<file path="config.mk">
export PLATFORM = sky130hd
export DESIGN_NAME = mips_multicycle_core
export DESIGN_NICKNAME = d
export VERILOG_FILES = /design/src/rtl/mips_multicycle_core.sv
export SDC_FILE = /design/constraint.sdc
export NUM_CORES = 2
export LEC_CHECK = 0
export CELL_PAD_IN_SITES_DETAIL_PLACEMENT = 1
export CELL_PAD_IN_SITES_GLOBAL_PLACEMENT = 2
export CORE_MARGIN = 3
export CORE_UTILIZATION = 42
export DETAILED_ROUTE_END_ITERATION = 6
export GPL_TIMING_DRIVEN = 0
export PLACE_DENSITY = 0.88
export SYNTH_ARGS = -nofsm -noshare
export SYNTH_HDL_FRONTEND = slang
export SYNTH_SLANG_ARGS = --single-unit
</file>
<file path="constraint.sdc">
create_clock -name i_clk -period 6 [get_ports i_clk]
set_input_delay 1.2 -clock i_clk [delete_from_list [all_inputs] [get_ports i_clk]]
set_output_delay 1.2 -clock i_clk [all_outputs]
set_load 0.01 [all_outputs]
</file>
<file path="src/rtl/mips_multicycle_core.sv">
// Multi-cycle MIPS32 subset core: one shared ALU, one unified stall-handshake memory port,
// and an IF/ID/EX/MEM/WB state sequence per instruction.
module mips_multicycle_core #(
    parameter logic [31:0] RESET_PC        = 32'h0000_0000,
    parameter int unsigned NUM_REGS        = 32,
    parameter bit          HALT_ON_ILLEGAL = 1'b1
) (
    input  logic        i_clk,
    input  logic        i_rst_n,
    output logic        o_mem_req,
    output logic        o_mem_we,
    output logic [31:0] o_mem_addr,
    output logic [31:0] o_mem_wdata,
    input  logic [31:0] i_mem_rdata,
    input  logic        i_mem_ready,
    output logic [31:0] o_pc,
    output logic        o_halted,
    output logic        o_retire,
    output logic [31:0] o_retire_count
);
    localparam int unsigned RW = $clog2(NUM_REGS);

    localparam logic [2:0] S_IF   = 3'd0;
    localparam logic [2:0] S_ID   = 3'd1;
    localparam logic [2:0] S_EX   = 3'd2;
    localparam logic [2:0] S_MEM  = 3'd3;
    localparam logic [2:0] S_WB   = 3'd4;
    localparam logic [2:0] S_HALT = 3'd5;

    logic [2:0]  r_state;
    logic [31:0] r_pc, r_ir, r_a, r_b, r_alu, r_mdr, r_retire_count;
    logic [31:0] r_regs [NUM_REGS];
    logic        r_mem_req, r_mem_we;
    logic [31:0] r_mem_addr, r_mem_wdata;

    logic [5:0]  w_op, w_funct;
    logic [4:0]  w_rs, w_rt, w_rd, w_dest;
    logic [31:0] w_imm, w_pc4, w_alu, w_alu_b, w_next_pc, w_wr_data;
    logic        w_is_r, w_r_ok, w_is_addi, w_is_lw, w_is_sw, w_is_beq, w_is_j;
    logic        w_rs_bad, w_rt_bad, w_rd_bad, w_illegal, w_ex_done, w_retire, w_rf_we;
    logic        w_unused_shamt;

    assign w_op           = r_ir[31:26];
    assign w_rs           = r_ir[25:21];
    assign w_rt           = r_ir[20:16];
    assign w_rd           = r_ir[15:11];
    assign w_funct        = r_ir[5:0];
    assign w_unused_shamt = ^r_ir[10:6];
    assign w_imm          = {{16{r_ir[15]}}, r_ir[15:0]};
    assign w_pc4          = r_pc + 32'd4;

    assign w_is_r    = (w_op == 6'h00);
    assign w_is_addi = (w_op == 6'h08);
    assign w_is_lw   = (w_op == 6'h23);
    assign w_is_sw   = (w_op == 6'h2B);
    assign w_is_beq  = (w_op == 6'h04);
    assign w_is_j    = (w_op == 6'h02);
    assign w_r_ok    = (w_funct == 6'h20) || (w_funct == 6'h22) || (w_funct == 6'h24) ||
                       (w_funct == 6'h25) || (w_funct == 6'h2A);

    assign w_rs_bad  = ({27'b0, w_rs} >= NUM_REGS);
    assign w_rt_bad  = ({27'b0, w_rt} >= NUM_REGS);
    assign w_rd_bad  = ({27'b0, w_rd} >= NUM_REGS);
    // j uses no registers; every other legal opcode reads rs and rt, R-type also writes rd
    assign w_illegal = !((w_is_r && w_r_ok) || w_is_addi || w_is_lw || w_is_sw || w_is_beq ||
                         w_is_j) ||
                       (!w_is_j && (w_rs_bad || w_rt_bad)) || (w_is_r && w_rd_bad);

    assign w_alu_b = w_is_r ? r_b : w_imm;

    always_comb begin
        w_alu = r_a + w_alu_b;
        if (w_is_r) begin
            case (w_funct)
                6'h22:   w_alu = r_a - r_b;
                6'h24:   w_alu = r_a & r_b;
                6'h25:   w_alu = r_a | r_b;
                6'h2A:   w_alu = {31'b0, $signed(r_a) < $signed(r_b)};
                default: w_alu = r_a + r_b;
            endcase
        end
    end

    always_comb begin
        w_next_pc = w_pc4;
        if (!w_illegal && w_is_beq && (r_a == r_b)) begin
            w_next_pc = w_pc4 + {w_imm[29:0], 2'b00};
        end else if (!w_illegal && w_is_j) begin
            w_next_pc = {w_pc4[31:28], r_ir[25:0], 2'b00};
        end
    end

    assign w_ex_done = (r_state == S_EX) && (w_illegal || w_is_beq || w_is_j);
    assign w_retire  = w_ex_done || (r_state == S_WB) ||
                       ((r_state == S_MEM) && i_mem_ready && w_is_sw);

    assign w_dest    = w_is_r ? w_rd : w_rt;
    assign w_wr_data = w_is_lw ? r_mdr : r_alu;
    assign w_rf_we   = (r_state == S_WB) && (w_dest != 5'd0);

    always_ff @(posedge i_clk or negedge i_rst_n) begin
        if (!i_rst_n) begin
            for (int i = 0; i < int'(NUM_REGS); i++) r_regs[i] <= '0;
        end else if (w_rf_we) begin
            r_regs[w_dest[RW-1:0]] <= w_wr_data;
        end
    end

    always_ff @(posedge i_clk or negedge i_rst_n) begin
        if (!i_rst_n) begin
            r_state        <= S_IF;
            r_pc           <= RESET_PC;
            r_ir           <= '0;
            r_a            <= '0;
            r_b            <= '0;
            r_alu          <= '0;
            r_mdr          <= '0;
            r_retire_count <= '0;
            r_mem_req      <= 1'b0;
            r_mem_we       <= 1'b0;
            r_mem_addr     <= '0;
            r_mem_wdata    <= '0;
        end else begin
            case (r_state)
                S_IF: begin
                    // first cycle after reset only: launch the fetch
                    if (!r_mem_req) begin
                        r_mem_req  <= 1'b1;
                        r_mem_we   <= 1'b0;
                        r_mem_addr <= r_pc;
                    end else if (i_mem_ready) begin
                        r_ir      <= i_mem_rdata;
                        r_mem_req <= 1'b0;
                        r_state   <= S_ID;
                    end
                end
                S_ID: begin
                    r_a     <= r_regs[w_rs[RW-1:0]];
                    r_b     <= r_regs[w_rt[RW-1:0]];
                    r_state <= (w_illegal && HALT_ON_ILLEGAL) ? S_HALT : S_EX;
                end
                S_EX: begin
                    r_alu <= w_alu;
                    if (w_ex_done) begin
                        r_pc           <= w_next_pc;
                        r_retire_count <= r_retire_count + 32'd1;
                        r_mem_req      <= 1'b1;
                        r_mem_we       <= 1'b0;
                        r_mem_addr     <= w_next_pc;
                        r_state        <= S_IF;
                    end else if (w_is_lw || w_is_sw) begin
                        r_mem_req   <= 1'b1;
                        r_mem_we    <= w_is_sw;
                        r_mem_addr  <= {w_alu[31:2], 2'b00};
                        r_mem_wdata <= r_b;
                        r_state     <= S_MEM;
                    end else begin
                        r_state <= S_WB;
                    end
                end
                S_MEM: begin
                    if (i_mem_ready) begin
                        if (w_is_sw) begin
                            r_pc           <= w_pc4;
                            r_retire_count <= r_retire_count + 32'd1;
                            r_mem_we       <= 1'b0;
                            r_mem_addr     <= w_pc4;
                            r_state        <= S_IF;
                        end else begin
                            r_mdr     <= i_mem_rdata;
                            r_mem_req <= 1'b0;
                            r_state   <= S_WB;
                        end
                    end
                end
                S_WB: begin
                    r_pc           <= w_pc4;
                    r_retire_count <= r_retire_count + 32'd1;
                    r_mem_req      <= 1'b1;
                    r_mem_we       <= 1'b0;
                    r_mem_addr     <= w_pc4;
                    r_state        <= S_IF;
                end
                S_HALT: r_mem_req <= 1'b0;
                default: begin
                    r_mem_req <= 1'b0;
                    r_state   <= S_HALT;
                end
            endcase
        end
    end

    assign o_mem_req      = r_mem_req;
    assign o_mem_we       = r_mem_we;
    assign o_mem_addr     = r_mem_addr;
    assign o_mem_wdata    = r_mem_wdata;
    assign o_pc           = r_pc;
    assign o_halted       = (r_state == S_HALT);
    assign o_retire       = w_retire;
    assign o_retire_count = r_retire_count;
endmodule

</file>
* Word-level counts from Yosys, hierarchy flattened
Index checks and enable logic that the tools add are counted. W data, S select, Z words.
Word-level totals: word-level logic and storage cells 173, output and inout bits 132, input port bits 35, register bits 1317
Operators by class: $lt $le $gt $ge 5, $add $sub $neg 6, eq/ne operators 24, mux-type cells 49, reduce and logical (&&, ||, !) cells 36, bitwise logic cells 9
Operators by type and width (count):
- $bwmux W1024 | 1
- $mux W32 | 18
- $bmux W32 S5 | 2
- $pmux W32 S4 | 2
- $pmux W32 S3 | 2
- $demux W32 S5 | 1
- $add A32 B32 Y32 | 3
- $eq A6 B6 Y1 const B | 7
- $add A32 B1 Y32 const B | 1
- $add A32 B3 Y32 const B | 1
- $and A32 B32 Y32 | 1
- $eq A32 B32 Y1 | 1
- $lt A32 B32 Y1 | 1
- $or A32 B32 Y32 | 1
- $sub A32 B32 Y32 | 1
- $mux W28 | 1
- $mux W3 | 7
- $ge A6 B6 Y1 const B | 3
- $not A5 Y6 | 3
- $pmux W3 S6 | 1
- $logic_or A1 B1 Y1 | 14
- $ne A2 B2 Y1 const B | 7
- $reduce_and A4 Y1 | 3
- $mux W1 | 11
- 21 further kinds | 36

* Logic depth before layout (Yosys ltp)
word-level depth 17, mapped depth 20, gate-level depth less buffers 16

* Worst setup path before layout
No wires, ideal clock.
path kind reg-to-reg, from reg r_ir[29], to reg r_alu[26], arrival 4.027 ns, buffers on the path 4, library setup time 0.124 ns, slack 1.849 ns, stages on the path, launching flop included 20, data required time 5.876 ns, period minus slack after synthesis 4.151 ns, path through dfrtp_1 -> buf_2 -> nor3_1 -> nand3b_2 -> clkbuf_1 -> buf_2 -> clkbuf_1 -> o21ai_0 -> ha_1 -> inv_1 -> fa_1 -> nor2b_1 -> o31a_1 -> a221oi_2 -> o21ai_1 -> a211oi_1 -> nor2_1 -> nor4b_1 -> or3b_1 -> a211o_1
On the way: word-level cells in the longest chain between the ends 4
RTL lines:
- from (decl) | RTL line 31 | logic [31:0] r_pc, r_ir, r_a, r_b, r_alu, r_mdr, r_retire_count;
- from (signal assigned) | RTL line 132 | r_ir <= i_mem_rdata;
- $logic_not A6 Y1 (*) | RTL line 52 | assign w_is_r = (w_op == 6'h00);
- $mux W32 | RTL line 69 | assign w_alu_b = w_is_r ? r_b : w_imm;
- $add A32 B32 Y32 | RTL line 72 | w_alu = r_a + w_alu_b;
- $mux W32 (*) | RTL line 73 | if (w_is_r) begin
- to (signal assigned) | RTL line 143 | r_alu <= w_alu;
- to (decl) | RTL line 31
Every way passes the cells marked *; elsewhere a longest branch is shown, timed or not. A chain may end at the register's enable or synchronous reset.

* Worst setup path after layout
from reg r_ir[29], to reg r_alu[31]
The elaborated chain is that of the path after synthesis.

==> metrics.csv <==
stage,metric,value,unit
outcome,status,finished with violations,
outcome,violated checks,"capacitance limit, slew limit",
synth,most common cell in the synthesized netlist,dfrtp_1,
setup_path,"critical path, cell by cell","buf_2, or3_4, nor4_4, buf_2, clkbuf_2, clkbuf_1, a21o_1, ha_1, a21oi_1, o21ai_0, or3_1, o22ai_1, o211ai_1, xnor2_2, o21ai_0, o31ai_1",
setup_path,crit end category,register,
final_layout,register area,32960,um2
setup_path,CP bufs+invs,4,
drt,Detailed Routing Iterations Pass 1,5,
synth,most used flip-flop cell after synthesis,dfrtp_1,
synth,"flops & latches, synth",1317,
cts,Clock Pin Slew Worst Setup and Hold Paths,0.06,ns
die,Die X,427.0,um
cts,CTS root buffer,clkbuf_16,
drt,post-DR wirelength/cell,32.00,um
power_and_ir_drop,Pwr per Cell Area,599.0,nW/um2
synth,unique cell type count in the Yosys netlist,101,
die,I/O Pins,167,
min_path,Worst Hold Class,in -> async,
setup_path,Worst R2R Setup Slack,0.07,ns
setup_path,"slowest stage cell, crit path",o22ai_1,
synth,mapped cell area,74460,um2
sta,Final Cycle Share,0.9890,
die,core box area,175000,um2
synth,Avg Inst Size Synth,10.61,um2
die,Initial Util,0.4255,
cts,CTS tree,done,
final_layout,fin area,84590,um2
cts,clock sinks,1317,
final_layout,share of layout cells above drive strength 1,0.1582,
drt,Routed WL,313.6,mm
placed_design,total placed instance area,79300,um2
setup_path,CP Launch Type,register,
cts,Max Buffers Root-to-Sink,3,
placed_design,"worst slack, placed",-0.4527,ns
power_and_ir_drop,total internal power,26.86,mW
drt,remaining antenna violation count,0,
power_and_ir_drop,combinational share of power,0.522,
drt,via count,63080,
synth,register area share after synthesis,0.4426,
power_and_ir_drop,P_leak,35.38,nW
synth,Synth area leader,dfrtp_1,
power_and_ir_drop,sw power,23.81,mW
sta,worst hold margin,0.1834,ns
setup_path,reg-to-reg endpoint,r_alu[31]$_DFFE_PN0P_,
synth,"EDFF count, synth",0,
cts,worst skew pair latency,0.84,ns
cts,Num CTS Buffers,149,
power_and_ir_drop,register share of total power,0.285,
drt,drt drc,0,
synth,synth warn,0,
setup_path,max incr delay on CP,0.55,ns
synth,"top cells by area, synth","dfrtp_1, mux4_2, o21ai_0",
cts,postcts setup bufs,0,
placed_design,DP HPWL,244.1,mm
sta,post-route minimum period,5.934,ns
die,die area,182400,um2
sta,Setup Skew,0.05230,ns
grt,global-route wire length before repair,454.8,mm
die,row count,153,
drt,First DRT Iteration DRCs,6824,
die,die span in y,427.0,um
power_and_ir_drop,worst vdd ir,0.2793,mV
final_layout,Area Growth Syn to Fin,13.62,%
placed_design,RePlAce Congestion,0.9926,
sta,Slew @ Worst Pin,1.481,ns
flow_run,Max-cap violations,2,
synth,top-area cell type share of the netlist area,0.4426,
cts,CTS H-tree depth,4,
sta,Max Freq,168.5,MHz
synth,"FFs w/ async S/R, synth",1.000,
sta,slew margin rel.,-0.01556,
drt,Via density,6.438,
sta,Pins Over Slew Limit,1,
synth,Post-Synthesis Cells,7017,
power_and_ir_drop,Sw Ratio,0.4698,
synth,most frequent cells after synthesis,"dfrtp_1, nand2_1, o21ai_0, nor2_1, mux4_2",
sta,RSZ-0062 raised after global routing,false,
setup_path,R2R depth,16,
power_and_ir_drop,Clock Power Share,0.192,
grt,total track usage,0.3425,
sta,final setup violating endpoints,0,
final_layout,Fillers,18960,
grt,vias in the first global route,65720,
setup_path,Arrival @ worst endpoint,6.67,ns
grt,initial antenna violation count,11,
sta,final hold vios,0,
final_layout,nets@finish,7545,
setup_path,crit-path leading delay family,compound AO/OA/AOI/OAI gates,
grt,largest net degree at the start of global routing,186,
final_layout,Multi-input gate area,38400,um2
sta,Setup WS post-layout,0.06626,ns
setup_path,WP data required,6.74,ns
grt,"Remaining Overflow, GRT",0,
setup_path,RR Startpoint,r_ir[29]$_DFFE_PN0P_,
placed_design,PortBufs,165,
setup_path,CP max FO,10,
setup_path,CP Class,reg -> reg,
synth,post-synth net total,7218,
[power groups by stage]
stage / registers (mW) / logic, mW / clock network (mW)
4_1_cts: 14.3 / 25.8 / 9.83
3_5_place_dp: 14.4 / 25.6 / 0
3_3_place_gp: 14.2 / 24.8 / 0
5_1_grt: 14.7 / 27.8 / 10.2
2_1_floorplan: 13.3 / 15.9 / 0
6_report: 14.5 / 26.5 / 9.75
[worst max-delay path by stage]
stage	from	slack, ns	to	depth (start not counted)
2_1_floorplan	r_ir[29]$_DFFE_PN0P_	1.85	r_alu[26]$_DFFE_PN0P_	19
4_1_cts	r_ir[3]$_DFFE_PN0P_	0.08	o_retire	9
3_3_place_gp	i_rst_n	-57.03	r_regs[540]$_DFFE_PN0P_	1
5_1_grt	r_ir[0]$_DFFE_PN0P_	0.009	r_alu[26]$_DFFE_PN0P_	17
6_report	r_ir[29]$_DFFE_PN0P_	0.07	r_alu[31]$_DFFE_PN0P_	16
3_5_place_dp	r_ir[29]$_DFFE_PN0P_	-0.45	o_mem_addr[15]$_DFFE_PN0P_	17
[metal layers]
metal | GRT usage | part of all wire | vias up
met5 | 0 | 0.00012 | -
met4 | 0.1838 | 0.063 | 6
met3 | 0.07302 | 0.083 | 726
met2 | 0.5522 | 0.47 | 2960
met1 | 0.4328 | 0.38 | 33160
li1 | - | - | 26230
[per-stage QoR]
stage | total power, mW | setup TNS, ns | util | instances
after floorplan | 29.17 | 0 | - | 7017
after global placement | 39.00 | - | 0.4516 | 9507
after detailed placement | 39.95 | -5.642 | 0.4532 | 9519
after CTS | 49.96 | 0 | 0.4831 | 9791
after global routing | 52.70 | 0 | 0.4834 | 9792
final | 50.67 | 0 | 0.4835 | 9799
[cells by family after synthesis]
kind of cell | synth area share
AND/OR/NAND/NOR | 0.1089
multiplexers | 0.2184
AO/OA/AOI/OAI | 0.1461
buffers and inverters | 0.04226
adder cells (fa/ha/maj) | 0.02830
XOR/XNOR | 0.01341
flip-flops | 0.4426
[cell usage in the layout (no fill, tap or decap), types with 22 or more instances in the layout]
| cell | n |
|---|---|
| o22ai_1 | 43 |
| o21ai_0 | 788 |
| inv_1 | 139 |
| xnor2_1 | 70 |
| nor2_1 | 646 |
| a31oi_1 | 43 |
| o21ai_1 | 61 |
| clkdlybuf4s50_1 | 164 |
| nand4_1 | 26 |
| mux4_2 | 640 |
| buf_1 | 61 |
| buf_2 | 115 |
| ha_1 | 162 |
| nor3_1 | 40 |
| nand2_1 | 912 |
| o21a_1 | 25 |
| clkbuf_1 | 461 |
| mux2_2 | 60 |
| a21o_1 | 51 |
| clkbuf_16 | 150 |
| o211ai_1 | 30 |
| or3_1 | 23 |
| nand2b_1 | 27 |
| a211oi_1 | 32 |
| o221ai_1 | 22 |
| nand3_1 | 75 |
| xor2_1 | 43 |
| a21oi_1 | 629 |
| clkinv_2 | 28 |
| and3_1 | 28 |
| mux2i_1 | 112 |
| clkbuf_8 | 30 |
| dfrtp_1 | 1316 |
[sequential cells by signal (all words and copies together) (netlist names)]
register and count:
r_mdr 32, r_regs 1024, o_mem_we 1, o_mem_wdata 32
r_ir 32, r_alu 32, o_retire_count 32, r_a 32
o_mem_req 1, r_b 32, r_state 3, o_pc 32
o_mem_addr 32
[worst reg2reg max path, delay by kind of cell, from the launching register on]
| family | cells | cell delay [ns] |
|---|---|---|
| xor+xnor | 1 | 0.44 |
| simple gates | 3 | 1.17 |
| compound gates | 7 | 2.07 |
| fa+ha+maj | 1 | 0.28 |
| buf+inv | 4 | 1.55 |
| flops | 1 | 0.36 |
[repair_timing]
action | in CTS | in global routing
resized for setup | 9 | 3
hold buffers | 0 | 0
endpoints found under the setup margin | 31 | 5
[layout make-up]
cell class / count / area share
repair buffers: 178 / 0.02294
flip-flops and latches: 1317 / 0.3896
clock inverters: 70 / 0.01121
well taps: 2325 / 0.03439
plain buffers: 641 / 0.03099
clock buffers: 203 / 0.05027
diodes: 8 / 0.0002367
inverters: 144 / 0.006390
multi-input cells: 4913 / 0.4540
Note: power is estimated with default switching activity, not from simulation.
